### src/rtl/pezaris_pkg.sv
// pezaris_pkg: shared types and sizing for the row-serial Pezaris multiplier
package pezaris_pkg;
  localparam int W_DEF = 7;
  localparam int ROW_W = $clog2(W_DEF);
  typedef enum logic [1:0] {IDLE, ACCUM, MERGE, DONE} state_e;
endpackage

### src/rtl/pezaris_serial_mult_if.sv
// pezaris_serial_mult_if: operand and product handshakes of the serial multiplier
//   in_valid/in_ready/in_a/in_b    operand pair, master -> slave
//   out_valid/out_ready/out_p      signed 2W-bit product, slave -> master
interface pezaris_serial_mult_if
  import pezaris_pkg::*;
#(
  parameter int W = W_DEF
);
  logic           in_valid;
  logic           in_ready;
  logic [W-1:0]   in_a;
  logic [W-1:0]   in_b;
  logic           out_valid;
  logic           out_ready;
  logic [2*W-1:0] out_p;
  modport master (output in_valid, in_a, in_b, out_ready, input in_ready, out_valid, out_p);
  modport slave (input in_valid, in_a, in_b, out_ready, output in_ready, out_valid, out_p);
endinterface

### src/rtl/pezaris_cs_row.sv
// pezaris_cs_row: one combinational carry-save row of the Pezaris array
//   a_i/b_i       multiplicand and the multiplier bit of this row
//   row_i         row index; the last row carries the subtracted sign row
//   s_i/c_i       incoming sum/carry vectors
//   s_o/c_o/lsb_o next sum/carry vectors and the retiring product bit
module pezaris_cs_row
  import pezaris_pkg::*;
#(
  parameter int W  = W_DEF,
  parameter int RW = ROW_W
) (
  input  logic [W-1:0]  a_i,
  input  logic          b_i,
  input  logic [RW-1:0] row_i,
  input  logic [W-1:0]  s_i,
  input  logic [W-1:0]  c_i,
  output logic [W-1:0]  s_o,
  output logic [W-1:0]  c_o,
  output logic          lsb_o
);
  logic [W-1:0] neg;
  logic [W-1:0] x;
  logic [W-1:0] sum;
  // Negative-weight terms enter as ~pp; the -1 each leaves behind is a fixed
  // constant folded into the merge. The sign row negates every bit but a[W-1].
  assign neg   = (row_i == RW'(W - 1)) ? {1'b0, {(W-1){1'b1}}} : {1'b1, {(W-1){1'b0}}};
  assign x     = (a_i & {W{b_i}}) ^ neg;
  assign sum   = x ^ s_i ^ c_i;
  assign c_o   = (x & s_i) | (x & c_i) | (s_i & c_i);
  assign s_o   = {1'b0, sum[W-1:1]};
  assign lsb_o = sum[0];
endmodule

### src/rtl/pezaris_serial_mult.sv
// pezaris_serial_mult: row-serial two's-complement W x W multiplier, one carry-save row per clock
//   clk/rst  clock and synchronous active-high reset
//   bus      slave side of pezaris_serial_mult_if (operand and product handshakes)
module pezaris_serial_mult
  import pezaris_pkg::*;
#(
  parameter int W = W_DEF
) (
  input logic                 clk,
  input logic                 rst,
  pezaris_serial_mult_if.slave bus
);
  localparam int RW = $clog2(W);
  state_e         state_q, state_d;
  logic [W-1:0]   a_q, b_q, s_q, c_q, lo_q;
  logic [W-1:0]   s_d, c_d, hi_d;
  logic [RW-1:0]  row_q;
  logic [2*W-1:0] p_q;
  logic           lsb_d;
  pezaris_cs_row #(.W(W), .RW(RW)) u_row (
    .a_i(a_q), .b_i(b_q[row_q]), .row_i(row_q), .s_i(s_q), .c_i(c_q),
    .s_o(s_d), .c_o(c_d), .lsb_o(lsb_d)
  );
  // Sign-term correction: +2^W and +2^(2W-1), i.e. +1 and +2^(W-1) in the high half.
  assign hi_d = s_q + c_q + W'(1) + (W'(1) << (W - 1));
  always_ff @(posedge clk)
    if (rst) state_q <= IDLE;
    else state_q <= state_d;
  always_comb begin
    state_d = state_q;
    case (state_q)
      IDLE:  state_d = bus.in_valid ? ACCUM : IDLE;
      ACCUM: state_d = (row_q == RW'(W - 1)) ? MERGE : ACCUM;
      MERGE: state_d = DONE;
      DONE:  state_d = bus.out_ready ? IDLE : DONE;
      default: state_d = IDLE;
    endcase
  end
  always_comb begin
    bus.in_ready  = state_q == IDLE;
    bus.out_valid = state_q == DONE;
  end
  assign bus.out_p = p_q;
  always_ff @(posedge clk) begin
    if (rst) begin
      a_q   <= '0;
      b_q   <= '0;
      s_q   <= '0;
      c_q   <= '0;
      lo_q  <= '0;
      row_q <= '0;
      p_q   <= '0;
    end else if (state_q == IDLE && bus.in_valid) begin
      a_q   <= bus.in_a;
      b_q   <= bus.in_b;
      s_q   <= '0;
      c_q   <= '0;
      lo_q  <= '0;
      row_q <= '0;
    end else if (state_q == ACCUM) begin
      s_q   <= s_d;
      c_q   <= c_d;
      lo_q  <= {lsb_d, lo_q[W-1:1]};
      row_q <= row_q + 1'b1;
    end else if (state_q == MERGE) begin
      p_q <= {hi_d, lo_q};
    end
  end
endmodule

### src/flat_wrapper.sv
// flat-port wrapper written by rule: the top's interface ports become plain ports
module pezaris_serial_mult_flat import pezaris_pkg::*;
#(
  parameter int W = W_DEF
)
  (clk, rst, bus_in_valid, bus_in_a, bus_in_b, bus_out_ready, bus_in_ready, bus_out_valid, bus_out_p);
  pezaris_serial_mult_if #(.W(W)) bus_i ();
  input logic clk;
  input logic rst;
  input wire logic [$bits(bus_i.in_valid)-1:0] bus_in_valid;
  input wire logic [$bits(bus_i.in_a)-1:0] bus_in_a;
  input wire logic [$bits(bus_i.in_b)-1:0] bus_in_b;
  input wire logic [$bits(bus_i.out_ready)-1:0] bus_out_ready;
  output wire logic [$bits(bus_i.in_ready)-1:0] bus_in_ready;
  output wire logic [$bits(bus_i.out_valid)-1:0] bus_out_valid;
  output wire logic [$bits(bus_i.out_p)-1:0] bus_out_p;
  assign bus_i.in_valid = bus_in_valid;
  assign bus_i.in_a = bus_in_a;
  assign bus_i.in_b = bus_in_b;
  assign bus_i.out_ready = bus_out_ready;
  assign bus_in_ready = bus_i.in_ready;
  assign bus_out_valid = bus_i.out_valid;
  assign bus_out_p = bus_i.out_p;
  pezaris_serial_mult #(.W(W)) u_core (.clk(clk), .rst(rst), .bus(bus_i));
endmodule
### config.mk
export PLATFORM = sky130hd
export DESIGN_NAME = pezaris_serial_mult_flat
export DESIGN_NICKNAME = d
export VERILOG_FILES = /design/src/rtl/pezaris_pkg.sv /design/src/rtl/pezaris_serial_mult_if.sv /design/src/rtl/pezaris_cs_row.sv /design/src/rtl/pezaris_serial_mult.sv /design/src/flat_wrapper.sv
export SDC_FILE = /design/constraint.sdc
export NUM_CORES = 1
export LEC_CHECK = 0
export CORE_AREA = 8 8 88 90
export CTS_CLUSTER_DIAMETER = 40
export DETAILED_ROUTE_END_ITERATION = 10
export DIE_AREA = 0 0 96 98
export PLACE_DENSITY_LB_ADDON = 0.08
export SLEW_MARGIN = 20
export SYNTH_ARGS = -nofsm -noshare
export SYNTH_HDL_FRONTEND = slang
export SYNTH_HIERARCHICAL = 1
export SYNTH_SLANG_ARGS = --single-unit
### constraint.sdc
create_clock -name clk -period 4.1 [get_ports clk]
set_clock_uncertainty 0.15 [all_clocks]
set_input_delay 1.23 -clock clk [delete_from_list [all_inputs] [get_ports clk]]
set_output_delay 1.23 -clock clk [all_outputs]
set_load 0.005 [all_outputs]
==> summary.txt <==
Floorplanning
  • Chip width: 96 um
  • Std cell rows: 30
  • Die Footprint: 9410 um2
  • Die height: slightly below 100 um
  • Starting Density: between 40% and 50%
  • Num ports: 34
  • Placeable Area: about 6500 um2

Placement
  • Worst slack, placed: 1150 ps
  • DP HPWL: between 3 and 4 mm
  • Placed cell count: between 400 and 500
  • IO buf count: 33
  • Placer congestion estimate: about 0.76

Synthesis
  • Syn Nets: ~370
  • Netlist Area Pre-Place: around 2700 um2
  • Simple-Gate Fraction of Synth Area: between 15 and 20%
  • Area share of the largest cell type after synthesis: roughly two fifths
  • Commonest cells post-synth: 99 x nand2_1, 54 x dfxtp_1, 32 x inv_1, 29 x a21oi_1, 19 x a21oi_2
  • Post-synth EDFFs: 0
  • Adder-Cell Fraction of Synth Area: 11.8%
  • Synth Instances: 330
  • Dominant synthesized flop cell: dfxtp_1
  • Largest family of logic cells by synthesized area: simple AND/OR/NAND/NOR gates
  • Sequential fraction of the synthesis area: 39.4%
  • Synth warn: 6
  • Synth Area in Compound Gates: ~15%
  • Avg Synthesized Cell Area: ~8.3 um2
  • Synth area leader: dfxtp_1
  • Main area contributors after synthesis: dfxtp_1 39%, nand2_1 14%, a21oi_2 6.1%
  • Synth Register Bits: 54
  • Count leader, synth: nand2_1
  • Post-synth ARST share: 0%
  • Post-synthesis mux area share: between 1 and 1.5%
  • Post-synth cell types: 36
  • XOR/XNOR Fraction of Synth Area: 3.83%

Global route
  • Initial antenna violation count: 0
  • Vias in the first global route: about 2200
  • Overflow left after global routing: 0
  • First-pass GRT wire length: between 9 and 10 mm
  • Largest net degree at the start of global routing: 26
  • Total GRT Usage: 12.7%

Clock tree
  • Clock Latency Late Sink: approximately 310 ps
  • CTS HTree Levels: 2
  • Hold Buf Count CTS: 0
  • CTS tree: built
  • Cts repair resizes: 0
  • CTS Buf Count: 5
  • Reg clk slew, reported paths: 100 ps
  • Clock sink count: 54
  • CTS root buffer: clkbuf_8
  • CTS Buffer Depth: 2
  • Setup repair bufs after CTS: 0

Finish
  • Area Overhead vs Synth: 15.4%
  • Diode count: 0
  • Post-Layout Cell Count: about 430
  • FF+latch area: 1080 um2
  • Area of the multi-input gates: about 1400 um2
  • # fillers: around 670
  • Fin nets: approximately 400
  • Share of layout cells above drive strength 1: 9.89%

Timing
  • Minimum clock period: ~2900 ps
  • Final setup TNS: 0 ps
  • Max Clk Rate: around 350 MHz
  • Slew Viols, Final: 0
  • Rel. slew slack: 37.4%
  • Hold Slack: 307 ps
  • RSZ-0062 raised after global routing: no
  • Setup-failing EPs final: 0
  • Fin. Hold Viols: 0
  • Final Cycle Share: 70.0%
  • Final WS setup: ~1200 ps
  • Least-Margin Pin Slew: 938 ps

Power and ir drop
  • Switching pwr: between 0.2 and 0.3 mW
  • Total power: ~0.95 mW
  • Switch share: 26.6%
  • Leakage power: 1.22 nW
  • Sequential power share: between 50% and 60%
  • Clock power share: between 30% and 40%
  • P per Cell Area: 300 nW/um2
  • Comb power frac: around a tenth
  • Internal power: roughly 0.7 mW
  • Maximum VDD drop: around 0.15 mV

Hold path
  • Hold crit path type: flop to flop
  • Hold_sp: u_core/b_q[1]$_SDFFE_PP0P_

Critical path
  • CP Cell Sequence: and2_1, clkdlybuf4s50_1
  • Setup crit end: bus_out_valid
  • Setup crit start: u_core/state_q[0]$_SDFF_PP0_
  • Critical path depth: 2
  • CP Max Fanout: 10
  • Crit path capture type: output pin
  • Worst r2r dst: u_core/s_q[2]$_SDFFE_PP0P_
  • Worst Path Arrival: around 1500 ps
  • Largest delay share family, worst path: flip-flops
  • Crit path buf inv count: 1
  • Worst path slowest cell: dfxtp_1
  • Max stage delay on crit path: ~520 ps
  • FF-to-FF path depth: 8
  • CP Launch Type: flop
  • Data required, critical path: around 2700 ps
  • Flop-to-flop setup slack: ~1600 ps
  • Critical path class: flop to output pin
  • Reg2reg start: u_core/row_q[0]$_SDFFE_PP0P_

Job
  • Max-Cap Viols: 0

Detailed routing
  • ANT nets after route: 0
  • DRC viols: 0
  • DRT Wirelength: between 5 and 6 mm
  • Initial DRC Count: slightly below 50
  • Via count: around 2100
  • First-pass DRT Iterations: 4
  • DR vias/cell: a little under 5
  • Wire per inst: between 10 and 15 um

Run status
  • Status: finished, final reports clean
-- per-layer routing --
metal | up-vias | wire (um) | track usage [%]
li1 | 1093 | - | -
met1 | 971 | 2640 | 16.4
met2 | 31 | 2540 | 20.7
met3 | 6 | 176 | 2.61
met4 | 0 | 58 | 3.20
met5 | - | 0 | 0
-- flip-flops by register name, summed over array words and instances (netlist names) --
signal            flops
u_core/state_q        2
u_core/b_q            7
u_core/lo_q           7
u_core/s_q            7
u_core/a_q            7
u_core/bus.out_p     14
u_core/row_q          3
u_core/c_q            7
-- cells in the final DEF, fill, tap and decap left out, types with 7 or more instances in the layout --
| master | netlist | final |
|---|---|---|
| dfxtp_1 | 54 | 54 |
| clkdlybuf4s50_1 | 0 | 33 |
| xnor2_1 | 9 | 9 |
| ha_1 | 13 | 13 |
| nor2_1 | 7 | 7 |
| a21oi_1 | 29 | 29 |
| nand2_1 | 99 | 99 |
| fa_1 | 8 | 8 |
| a21oi_2 | 19 | 19 |
| inv_1 | 32 | 32 |
-- power groups by stage --
stage                     Combinational [mW]  Sequential [mW]  Clock (mW)
after floorplan                       0.0658            0.555           0
after global placement                0.0891            0.558           0
after detailed placement              0.0901            0.558           0
after CTS                             0.0907            0.546       0.329
after global routing                   0.101            0.549       0.350
final                                 0.0890            0.546       0.315
-- metrics by stage --
stage,util (%),area (um2)
after floorplan,-,2750
after global placement,47.3,3070
after detailed placement,47.3,3070
after CTS,48.7,3170
after global routing,48.8,3170
final,48.8,3170
-- tightest hold or removal path: cells and delay by family, from the launching register on --
family | cells | cell delay [ps]
and+or+nand+nor | 1 | 50
DFF | 1 | 320
AOI/OAI and AO/OA | 1 | 50
-- final cells by class --
cell class,count,share of cell area (%)
well taps,80,3.16
multi-input cells,224,44.8
clock inverters,3,0.790
repair buffers,36,11.1
clock buffers,5,2.17
inverters,32,3.79
flip-flops and latches,54,34.1
-- kinds of logic (layout without fill, tap and decap cells) --
kind of cell | after synthesis | count (layout)
and+or+nand+nor | 127 | 127
other | 1 | 1
buffers and inverters | 52 | 76
muxes | 2 | 2
adders and majority gates | 21 | 21
AOI/OAI and AO/OA | 61 | 61
xor gates and xnor gates | 12 | 12
DFF | 54 | 54
-- worst min-delay path by stage --
stage,end,slack [ps],cells past startpoint
2_1_floorplan,u_core/bus.out_p[0]$_SDFFE_PP0P_,280,2
3_3_place_gp,u_core/a_q[2]$_SDFFE_PP0P_,290,2
3_5_place_dp,u_core/b_q[4]$_SDFFE_PP0P_,300,2
4_1_cts,u_core/b_q[4]$_SDFFE_PP0P_,310,2
5_1_grt,u_core/bus.out_p[6]$_SDFFE_PP0P_,330,2
6_report,u_core/b_q[1]$_SDFFE_PP0P_,310,2
Note: power is estimated with default switching activity, not from simulation.
